===== src/rtl/oser4_feeder_pkg.sv =====
// rtl/oser4_feeder_pkg.sv - shared widths and sequencer states for the OSER4 feeder
package oser4_feeder_pkg;

  localparam int NIB_W  = 4;
  localparam int BYTE_W = 8;

  typedef enum logic [1:0] {
    IDLE = 2'd0,
    LO   = 2'd1,
    HI   = 2'd2
  } seq_state_t;

endpackage


===== src/rtl/byte_fifo.sv =====
// rtl/byte_fifo.sv - registered-state byte FIFO, power-of-two depth
module byte_fifo
  import oser4_feeder_pkg::*;
#(
  parameter int DEPTH = 4
) (
  input  logic              clk,
  input  logic              rst_n,
  input  logic              push,
  input  logic [BYTE_W-1:0] wdata,
  input  logic              pop,
  output logic [BYTE_W-1:0] rdata,
  output logic              full,
  output logic              empty
);

  localparam int AW = $clog2(DEPTH);
  localparam int CW = AW + 1;

  logic [BYTE_W-1:0] mem [DEPTH];
  logic [AW-1:0]     wr_ptr_q;
  logic [AW-1:0]     rd_ptr_q;
  logic [CW-1:0]     cnt_q;
  logic              do_push;
  logic              do_pop;

  assign full    = (cnt_q == CW'(DEPTH));
  assign empty   = (cnt_q == '0);
  assign do_push = push && !full;
  assign do_pop  = pop && !empty;
  assign rdata   = mem[rd_ptr_q];

  // Pointers wrap naturally because DEPTH is a power of two.
  always_ff @(posedge clk or negedge rst_n) begin
    if (!rst_n) begin
      wr_ptr_q <= '0;
      rd_ptr_q <= '0;
      cnt_q    <= '0;
    end else begin
      if (do_push) wr_ptr_q <= wr_ptr_q + AW'(1);
      if (do_pop)  rd_ptr_q <= rd_ptr_q + AW'(1);
      case ({do_push, do_pop})
        2'b10:   cnt_q <= cnt_q + CW'(1);
        2'b01:   cnt_q <= cnt_q - CW'(1);
        default: cnt_q <= cnt_q;
      endcase
    end
  end

  always_ff @(posedge clk) begin
    if (do_push) mem[wr_ptr_q] <= wdata;
  end

endmodule


===== src/rtl/oser4_feeder.sv =====
// rtl/oser4_feeder.sv - byte-to-nibble feeder for an OSER4 with PCLK = FCLK/2
module oser4_feeder
  import oser4_feeder_pkg::*;
#(
  parameter int               DEPTH    = 4,
  parameter logic [NIB_W-1:0] IDLE_NIB = 4'b0000
) (
  input  logic              clk_i,
  input  logic              rst_ni,
  input  logic [BYTE_W-1:0] s_data_i,
  input  logic              s_valid_i,
  output logic              s_ready_o,
  output logic              pclk_o,
  output logic [NIB_W-1:0]  d_o,
  output logic              busy_o,
  output logic              underrun_o
);

  seq_state_t        state_q, state_d;
  logic              pclk_q;
  logic              ready_en_q;
  logic [NIB_W-1:0]  d_q, d_d;
  logic [NIB_W-1:0]  hi_q, hi_d;
  logic              busy_q, busy_d;
  logic              under_q, under_d;
  logic              slot;
  logic              pop;
  logic              push;
  logic              fifo_full;
  logic              fifo_empty;
  logic [BYTE_W-1:0] fifo_rdata;

  // Slot edge: the edge on which pclk goes 0 -> 1.
  assign slot       = !pclk_q;
  // ready_en keeps s_ready_o low during reset and for the release edge.
  assign s_ready_o  = ready_en_q && !fifo_full;
  assign push       = s_valid_i && s_ready_o;
  assign pclk_o     = pclk_q;
  assign d_o        = d_q;
  assign busy_o     = busy_q;
  assign underrun_o = under_q;

  byte_fifo #(
    .DEPTH (DEPTH)
  ) u_fifo (
    .clk   (clk_i),
    .rst_n (rst_ni),
    .push  (push),
    .wdata (s_data_i),
    .pop   (pop),
    .rdata (fifo_rdata),
    .full  (fifo_full),
    .empty (fifo_empty)
  );

  always_ff @(posedge clk_i or negedge rst_ni) begin
    if (!rst_ni) begin
      pclk_q     <= 1'b0;
      ready_en_q <= 1'b0;
      state_q    <= IDLE;
      d_q        <= IDLE_NIB;
      hi_q       <= '0;
      busy_q     <= 1'b0;
      under_q    <= 1'b0;
    end else begin
      pclk_q     <= !pclk_q;
      ready_en_q <= 1'b1;
      state_q    <= state_d;
      d_q        <= d_d;
      hi_q       <= hi_d;
      busy_q     <= busy_d;
      under_q    <= under_d;
    end
  end

  always_comb begin
    state_d = state_q;
    d_d     = d_q;
    hi_d    = hi_q;
    busy_d  = busy_q;
    under_d = 1'b0;
    pop     = 1'b0;
    if (slot) begin
      case (state_q)
        LO: begin
          d_d     = hi_q;
          busy_d  = 1'b1;
          state_d = HI;
        end
        default: begin
          if (!fifo_empty) begin
            pop     = 1'b1;
            d_d     = fifo_rdata[NIB_W-1:0];
            hi_d    = fifo_rdata[BYTE_W-1:NIB_W];
            busy_d  = 1'b1;
            state_d = LO;
          end else begin
            d_d     = IDLE_NIB;
            busy_d  = 1'b0;
            under_d = (state_q == HI);
            state_d = IDLE;
          end
        end
      endcase
    end
  end

endmodule


===== config.mk =====
export PLATFORM = sky130hd
export DESIGN_NAME = oser4_feeder
export DESIGN_NICKNAME = d
export VERILOG_FILES = /design/src/rtl/oser4_feeder_pkg.sv /design/src/rtl/byte_fifo.sv /design/src/rtl/oser4_feeder.sv
export SDC_FILE = /design/constraint.sdc
export NUM_CORES = 1
export LEC_CHECK = 0
export ABC_CLOCK_PERIOD_IN_PS = 4100
export BUFFER_PORTS_ARGS = -buffer_cell sky130_fd_sc_hd__buf_2
export CORE_AREA = 2 2 74 62
export CTS_BUF_LIST = sky130_fd_sc_hd__clkbuf_2 sky130_fd_sc_hd__clkbuf_4 sky130_fd_sc_hd__clkbuf_8
export CTS_CLUSTER_DIAMETER = 200
export DETAILED_ROUTE_END_ITERATION = 6
export DIE_AREA = 0 0 76 64
export PLACE_DENSITY = 0.77
export SLEW_MARGIN = 20
export SYNTH_ARGS = -nofsm -noshare
export SYNTH_HDL_FRONTEND = slang
export SYNTH_SLANG_ARGS = --single-unit

===== constraint.sdc =====
create_clock -name clk_i -period 4.1 [get_ports clk_i]
set_input_delay 0.82 -clock clk_i [delete_from_list [all_inputs] [get_ports clk_i]]
set_output_delay 0.82 -clock clk_i [all_outputs]
set_load 0.1 [all_outputs]

After elaboration in Yosys (flattened, before gate mapping) --
Memories as Yosys holds them, arrays and structs flattened. Cells that the tools add are included.
Storage, ports and cells: bits in registers 21, bits in latches 0, RAM bits 32, ROM bits 0, output and inout bits 8, memories 1
Cells by class: $add $sub $neg 4, multiply operators 0, div/mod/pow operators 0, order comparisons 0, equality and inequality tests 5, shifts and indexed selects 0, multiplexer cells 14, bitwise gates (word level) 3, reductions and logical operators 10
Memories:
- u_fifo.mem | words 4, bits a word 8, read ports 1, clocked after memory_dff 0, wr ports 1, line byte_fifo.sv:20 | logic [BYTE_W-1:0] mem [DEPTH];
Operators by type and width (count):
- $mux 1 | 10
- $mux 4 | 2
- $pmux 3 s2 | 1
- $add 2x1->2 const B | 2
- $eq 2x1->1 const B | 2
- $eq 2x2->1 const B | 2
- $logic_and 1x1->1 | 4
- $add 3x1->3 const B | 1
- $eq 3x3->1 const B | 1
- $logic_not 1->1 | 3
- $logic_not 3->1 | 1
- $not 1->1 | 3
- $reduce_and 3->1 | 1
- $sub 3x1->3 const B | 1
- $mux 2 | 1
- $reduce_bool 2->1 | 1

Depth between registers and ports, before layout --
Gate-level depths: netlist of the first run.
word-level depth 7, gate-level depth with buffers 9, depth with buffers taken out 9

Hierarchy --
From an unflattened synthesis of the first run, not the netlist that was laid out.
Second synthesis, totals: cells, all modules 119, area, all modules 2165.8 um^2
By module, submodules not included:
- byte_fifo | instances 1, cells an instance 79, area an instance 1592.8 um^2, sequential area each 1136.1 um^2
- oser4_feeder | instances 1, cells an instance 40, area an instance 573.0 um^2, sequential area each 350.3 um^2

Least setup slack after synthesis of the first run --
No wires, ideal clock.
path type reg2reg, from reg pclk_q (netlist: pclk_o), to reg u_fifo.cnt_q[2], setup time 0.080 ns, arrival time 2.229 ns, required time 4.020 ns, path slack 1.791 ns, stages on the path, launching flop included 9, path buffers 1, path through dfrtp_1 nor3_4 buf_6 ha_1 inv_1 fa_1 xor2_1 nor2_1 xnor2_1
Between the ends: longest elaborated chain between the ends 4, elaborated cells between the ends (all ways) 6, classes of those cells eq/ne: 2; mux: 2; reduce/logical: 2
Ends and longest elaborated chain:
- from (decl) | line oser4_feeder.sv:20 | logic pclk_q;
- from (signal assigned) | line oser4_feeder.sv:66 | pclk_q <= !pclk_q;
- $mux 1 * | line oser4_feeder.sv:83 | if (slot) begin
- $logic_and 1x1->1 * | line byte_fifo.sv:30 | assign do_pop = pop && !empty;
- via u_fifo.do_pop | line byte_fifo.sv:25 | logic do_pop;
- $eq 2x1->1 / $eq 2x2->1 (equally long branches) | line byte_fifo.sv:42 | case ({do_push, do_pop})
- $pmux 3 s2 / $reduce_bool 2->1 (equally long branches)
- to (signal assigned) | line byte_fifo.sv:43 | 2'b10: cnt_q <= cnt_q + CW'(1);
- to (signal assigned) | line byte_fifo.sv:44 | 2'b01: cnt_q <= cnt_q - CW'(1);
- to (signal assigned) | line byte_fifo.sv:45 | default: cnt_q <= cnt_q;
- to (decl) | line byte_fifo.sv:23 | logic [CW-1:0] cnt_q;
The timed path passes the listed nets; every way through them passes the cells marked *. A chain may end at the register's enable or synchronous reset.

Final worst setup path of the first run --
from reg pclk_q (netlist: pclk_o), to reg u_fifo.cnt_q[2]
Between the ends: longest elaborated chain between the ends 4, elaborated cells between the ends (all ways) 6, classes of those cells eq/ne: 2; mux: 2; reduce/logical: 2
Ends and longest elaborated chain (line):
- $mux 1 * | oser4_feeder.sv:83
- $logic_and 1x1->1 * | byte_fifo.sv:30
- $eq 2x1->1 / $eq 2x2->1 (equally long branches) | byte_fifo.sv:42
- $pmux 3 s2 / $reduce_bool 2->1 (equally long branches)
Mark *: on every way between the ends. The rest lies on a longest branch, timed or not.

==> results of run 1 <==
## layout by cell type, fill, tap and decap left out, types with 2 or more instances in the layout
| cell | netlist | final |
|---|---|---|
| sky130_fd_sc_hd__edfxtp_1 | 32 | 32 |
| sky130_fd_sc_hd__dfrtp_1 | 21 | 21 |
| sky130_fd_sc_hd__buf_2 | 0 | 18 |
| sky130_fd_sc_hd__inv_1 | 8 | 8 |
| sky130_fd_sc_hd__mux4_2 | 8 | 8 |
| sky130_fd_sc_hd__a21o_1 | 6 | 6 |
| sky130_fd_sc_hd__ha_1 | 5 | 5 |
| sky130_fd_sc_hd__clkbuf_8 | 0 | 5 |
| sky130_fd_sc_hd__and2_1 | 4 | 4 |
| sky130_fd_sc_hd__a22o_1 | 4 | 4 |
| sky130_fd_sc_hd__mux2_4 | 4 | 4 |
| sky130_fd_sc_hd__nor2_1 | 3 | 3 |
| sky130_fd_sc_hd__xor2_1 | 3 | 3 |
| sky130_fd_sc_hd__xnor2_1 | 3 | 3 |
| sky130_fd_sc_hd__nor3_4 | 2 | 2 |
## area by class of cell
type,instances,area [sq um],area share
well taps,57,71.3,0.0296
clock inverters,2,35.0,0.0146
repair buffers,18,90.1,0.0374
flip-flops and latches,53,1490,0.618
inverters,8,30.0,0.0125
multi-input cells,53,617,0.256
clock buffers,6,76.3,0.0317
## worst min-delay path by stage
stage / startpoint / cells past startpoint / slack, ns / endpoint
final: rst_ni / 1 / 0.46 / ready_en_q$_DFF_PN0_
after global routing: rst_ni / 1 / 0.48 / ready_en_q$_DFF_PN0_
after CTS: rst_ni / 1 / 0.46 / ready_en_q$_DFF_PN0_
after detailed placement: hi_q[2]$_DFFE_PN0N_ / 1 / 0.50 / hi_q[2]$_DFFE_PN0N_
after global placement: state_q[0]$_DFFE_PN0N_ / 1 / 0.50 / state_q[0]$_DFFE_PN0N_
after floorplan: state_q[0]$_DFFE_PN0N_ / 1 / 0.48 / state_q[0]$_DFFE_PN0N_
## layer usage
metal,up-vias,global-route usage,part of all wire
met4,0,0.0614,0.014
met2,32,0.254,0.51
met1,549,0.200,0.44
li1,475,-,-
met3,6,0.0565,0.042
met5,-,0,0
## report_power, final
| part | leakage, nW | switching (W) | internal, W |
|---|---|---|---|
| Combinational | 0.374 | 0.000365 | 0.000214 |
| Sequential | 0.534 | 0.000121 | 0.000690 |
| Clock | 0.0586 | 0.000154 | 0.000188 |
| Total | 0.967 | 0.000640 | 0.00109 |
## critical path: stages, from the launching register on
cell,delay [ns]
sky130_fd_sc_hd__dfrtp_1,0.53
sky130_fd_sc_hd__nor3_4,0.59
sky130_fd_sc_hd__ha_1,0.29
sky130_fd_sc_hd__inv_1,0.06
sky130_fd_sc_hd__fa_1,0.38
sky130_fd_sc_hd__xor2_1,0.15
sky130_fd_sc_hd__nor2_1,0.11
sky130_fd_sc_hd__xnor2_1,0.12
## kinds of logic (layout without fill, tap and decap cells)
family,after synthesis,count (layout),synth area share
mux,14,14,0.121
buf+inv,12,34,0.0278
flops,53,53,0.687
fa+ha+maj,6,6,0.0382
other cells,1,1,0.00173
simple gates,13,13,0.0451
xor+xnor,6,6,0.0243
compound gates,13,13,0.0549
## flip-flops by register name, indices dropped and copies added (netlist names)
| register | count |
|---|---|
| u_fifo.rd_ptr_q | 2 |
| pclk_o | 1 |
| u_fifo.wr_ptr_q | 2 |
| state_q | 2 |
| u_fifo.mem | 32 |
| busy_o | 1 |
| hi_q | 4 |
| ready_en_q | 1 |
| u_fifo.cnt_q | 3 |
| d_o | 4 |
| underrun_o | 1 |
## stage by stage
stage                     setup slack, ns  hold WS [ns]  utilization  total power (W)  std cells
final                                1.80         0.459        0.591          0.00173        197
after global placement               1.91         0.498        0.563          0.00138        189
after CTS                            1.80         0.464        0.591          0.00175        197
after global routing                 1.64         0.480        0.591          0.00182        197
after floorplan                      1.79         0.478            -          0.00129        118
after detailed placement             1.82         0.503        0.563          0.00140        189
==> parameters.txt, run 1 <==
Parameter                              Value

Logic synthesis
  Post-Synthesis Cells ... 118
  Post-Synthesis Cell Area ... 2160 sq um
  Portion of the post-synthesis area used by sequential elements ... 0.687
  Top cell type's share of synthesized area ... 0.444
  Count of flip-flops with a built-in enable after synthesis ... 32
  Synth Net Count ... 135
  Post-synthesis sequential element count ... 53
  Top cells by area, synth ... sky130_fd_sc_hd__edfxtp_1, sky130_fd_sc_hd__dfrtp_1, sky130_fd_sc_hd__mux4_2
  Post-synth cell types ... 26
  Average cell area after synthesis ... 18.3 sq um
  Asr flop ratio synth ... 0.396
  Post-synth top area cell ... sky130_fd_sc_hd__edfxtp_1
  Number of warnings issued by yosys ... 0
  Dominant cell by count in the synthesized netlist ... sky130_fd_sc_hd__edfxtp_1
  Commonest cells post-synth ... sky130_fd_sc_hd__edfxtp_1, sky130_fd_sc_hd__dfrtp_1, sky130_fd_sc_hd__inv_1, sky130_fd_sc_hd__mux4_2, sky130_fd_sc_hd__a21o_1
  Leading register cell type out of synthesis ... sky130_fd_sc_hd__edfxtp_1

STA
  Hold violation count in the final report ... 0
  Transition time at the pin with the least slew margin ... 0.600 ns
  Worst relative slew slack ... 0.600
  Setup Viol. Count Final ... 0
  Post-route setup TNS ... 0 ns
  Crit share post-route ... 0.562
  RSZ-0062 raised after global routing ... false
  Fin crit period ... between 2 and 2.5 ns
  Final clock skew ... 0.00755 ns
  Final Max Slew Viols ... 0
  Timing-limited maximum frequency ... 434 MHz

Setup path
  Type of origin of the critical path ... flip-flop
  Startpoint of the worst setup timing path ... pclk_o$_DFF_PN0_
  Required time reported for the critical path endpoint ... 4.32 ns
  End point of the critical path ... u_fifo.cnt_q[2]$_DFFE_PN0P_
  Critical path capture point type ... flip-flop
  Startpoint of the worst-slack reg-to-reg timing path ... pclk_o$_DFF_PN0_
  Worst path arrival time ... 2.53 ns
  R2R Path End ... u_fifo.cnt_q[2]$_DFFE_PN0P_
  Max Fanout on Critical Path ... 13
  Reg2reg setup slack ... approximately 1.8 ns
  Depth of the worst register-to-register path ... 7
  WS Path Type ... reg -> reg

Die
  DIE HEIGHT ... 64 um
  Die Span X ... 76 um
  Count of pins on the block boundary ... 19
  Total die area ... a little under 5000 sq um
  Floorplan row count ... 21
  Floorplan core area ... between 4000 and 5000 sq um
  Initial Utilization ... 0.531

Clock network
  CTS Buffer Depth ... 2
  H-tree level count ... 2
  Gates resized, CTS repair ... 0
  Buffer type at the clock tree root ... sky130_fd_sc_hd__clkbuf_8
  Clock tree from TritonCTS ... done
  Clock latency reported for the late side of the worst-skew pair ... 0.30 ns
  Clock edge transition at the registers on the reported setup and hold paths ... 0.09 ns
  CTS Buf Count ... 5
  # Post-CTS Setup Buffers ... 0
  Hold buffer count at CTS ... 0
  Clock sinks ... 53

Power and ir drop
  Leakage ... 0.967 nW
  Worst IR drop on VDD ... ~0.00047 V
  PwrDens ... 720 nW/um^2

Placed design
  Placed instance area ... 2290 sq um
  Routability congestion estimate from global placement ... between 0.7 and 0.8
  Hpwl dp ... 2230 um
  # port buffers ... 18

Routing
  Drc violations ... 0
  Initial detailed-routing violation count ... 49
  Number of vias after detailed routing ... around 1100
  Routed Antenna Nets ... 0
  Routed len/inst ... 16.6 um
  Avg Vias per Cell ... between 5 and 6
  First-pass iteration count of the detailed router ... 5
  Routed Wire Length ... approximately 3300 um

Outcome
  Status ... complete, no violations

Final layout
  Final #Nets ... ~160
  Share of final-layout standard cells stronger than drive strength 1 ... 0.300
  Finished layout cell area ... 2410 sq um
  Area overhead of the layout relative to synthesis ... 11.2%
  Filler Cells Inserted ... 306
  Diodes inserted ... 0

Global route
  Total global routing track utilization ... 0.158
  Largest net degree at the start of global routing ... 22
  Antenna violations before repair ... 0
  Global-route wire length before repair ... approximately 5700 um
  Total gr overflow ... 0
  Number of global-route vias before repair ... about 1100

Min path
  Min-Delay Path Class ... in -> async

Run
  Max-capacitance violation count ... 0
No activity file was read; power rests on OpenSTA's default activity.
==> run 2: changes to the inputs <==
ABC_CLOCK_PERIOD_IN_PS = 2200   (was 4100)
clock period = 2.2 ns   (was 4.1 ns; I/O delays follow)
==> parameters.txt, run 2 (synthesis results as in run 1) <==
Parameter                              Value

Outcome
  Status ... complete, no violations

Die
  Die Span X ... 76 um
  Count of pins on the block boundary ... 19
  Floorplan core area ... 4070 sq um
  Floorplan row count ... 21
  Initial Utilization ... 0.531
  Total die area ... approximately 5000 sq um
  DIE HEIGHT ... 64 um

Placed design
  Routability congestion estimate from global placement ... roughly 0.75
  Post-Place Setup Slack ... 0.131 ns
  # port buffers ... 18
  Hpwl dp ... 2320 um
  Placed instance area ... 2310 sq um

Clock network
  Hold buffer count at CTS ... 0
  CTS Buffer Depth ... 2
  Clock tree from TritonCTS ... done
  Clock sinks ... 53
  Clock latency reported for the late side of the worst-skew pair ... 0.31 ns
  # Post-CTS Setup Buffers ... 0
  Clock edge transition at the registers on the reported setup and hold paths ... around 0.10 ns
  Buffer type at the clock tree root ... sky130_fd_sc_hd__clkbuf_8
  Gates resized, CTS repair ... 0
  H-tree level count ... 2
  CTS Buf Count ... 5

STA
  Timing-limited maximum frequency ... between 400 and 500 MHz
  Post-route setup slack ... approximately 0.11 ns
  Setup Viol. Count Final ... 0
  Worst relative slew slack ... 0.610
  Final clock skew ... 0.0117 ns
  RSZ-0062 raised after global routing ... false
  Crit share post-route ... 0.949
  Fin crit period ... 2.09 ns
  Transition time at the pin with the least slew margin ... 0.584 ns
  Final Max Slew Viols ... 0
  Post-route setup TNS ... 0 ns
  Hold violation count in the final report ... 0

Final layout
  Filler Cells Inserted ... just over 300
  Multi-input gate area ... a little over 600 sq um
  Flip-flop count of the largest register after layout ... 32
  Register with the most flip-flops ... u_fifo.mem
  Final #Nets ... 158
  Diodes inserted ... 0
  Most frequent cells in the layout ... sky130_fd_sc_hd__edfxtp_1, sky130_fd_sc_hd__dfrtp_1, sky130_fd_sc_hd__buf_2
  Finished layout cell area ... roughly 2400 sq um
  Share of final-layout standard cells stronger than drive strength 1 ... 0.317
  Most frequent standard cell in the layout excluding fill and tap cells ... sky130_fd_sc_hd__edfxtp_1
  Total area of sequential cells ... between 1000 and 1500 sq um
  Area overhead of the layout relative to synthesis ... 10.8%

Power and ir drop
  Worst IR drop on VDD ... between 0.0007 and 0.0008 V
  Tot Pwr ... ~0.0031 W
  PwrDens ... around 1300 nW/um^2
  Leakage ... 0.962 nW

Routing
  Number of vias after detailed routing ... between 1000 and 1500
  Avg Vias per Cell ... between 5 and 6
  First-pass iteration count of the detailed router ... 4
  Initial detailed-routing violation count ... 35
  Routed len/inst ... roughly 17 um
  Routed Wire Length ... 3340 um
  Drc violations ... 0
  Routed Antenna Nets ... 0

Setup path
  Startpoint of the worst setup timing path ... u_fifo.cnt_q[0]$_DFFE_PN0P_
  Required time reported for the critical path endpoint ... 2.44 ns
  Slowest-stage cell, CP ... sky130_fd_sc_hd__dfrtp_1
  Crit-path cells ... o311a_4 -> inv_1 -> ha_1 -> inv_1 -> fa_1 -> xor2_1 -> nor2_1 -> xnor2_1
  Reg2reg setup slack ... 0.11 ns
  Type of origin of the critical path ... flip-flop
  Worst path most repeated cell ... sky130_fd_sc_hd__inv_1
  R2R Path End ... u_fifo.cnt_q[2]$_DFFE_PN0P_
  Buffering stage count on the worst path with inverters included ... 2
  Startpoint of the worst-slack reg-to-reg timing path ... u_fifo.cnt_q[0]$_DFFE_PN0P_
  Depth of the worst register-to-register path ... 8
  Family with the most delay on the worst path ... adder cells
  Max Fanout on Critical Path ... 7
  Worst path arrival time ... 2.33 ns
  WS Path Type ... reg -> reg
  Critical path capture point type ... flip-flop
  Biggest cell delay along the critical path ... about 0.48 ns

Run
  Max-capacitance violation count ... 0

Global route
  Antenna violations before repair ... 0
  Total gr overflow ... 0
  Largest net degree at the start of global routing ... 22
  Number of global-route vias before repair ... 1131
  Global-route wire length before repair ... 5730 um
  Total global routing track utilization ... 0.162

Min path
  Min-Delay Path Class ... in -> async
==> run 2: layer usage <==
layer,vias to the layer above,part of all wire,track usage
met5,-,0,0
met4,0,0.016,0.0614
met3,6,0.044,0.0607
met2,19,0.47,0.254
met1,533,0.47,0.208
li1,481,-,-
==> run 2: where the power goes <==
part / internal, W / switching, W
Combinational: 0.000410 / 0.000681
Sequential: 0.00129 / 0.000219
Clock: 0.000220 / 0.000317
Total: 0.00192 / 0.00122
==> run 2: area by class of cell <==
class                      count  share of cell area
clock buffer                   5              0.0287
clock inverter                 3             0.00731
inverter                       8              0.0125
multi-input combinational     53               0.257
sequential                    53               0.621
tap                           57              0.0297
timing repair buffer          20              0.0438
==> run 2: worst max path at each step <==
stage | to | slack [ns] | cells past startpoint
6_report | u_fifo.cnt_q[2]$_DFFE_PN0P_ | 0.11 | 8
5_1_grt | u_fifo.cnt_q[2]$_DFFE_PN0P_ | 0.03 | 8
4_1_cts | u_fifo.cnt_q[2]$_DFFE_PN0P_ | 0.11 | 8
3_5_place_dp | u_fifo.cnt_q[2]$_DFFE_PN0P_ | 0.13 | 8
3_3_place_gp | u_fifo.cnt_q[2]$_DFFE_PN0P_ | 0.27 | 8
2_1_floorplan | u_fifo.cnt_q[2]$_DFFE_PN0P_ | 0.11 | 8
==> run 2: through the flow <==
stage               utilization  cells  hold slack [ns]
floorplan                     -    118            0.144
global placement          0.567    191            0.407
detailed placement        0.567    191            0.420
CTS                       0.589    199           0.0737
global route              0.589    199           0.0857
finish                    0.589    199           0.0584
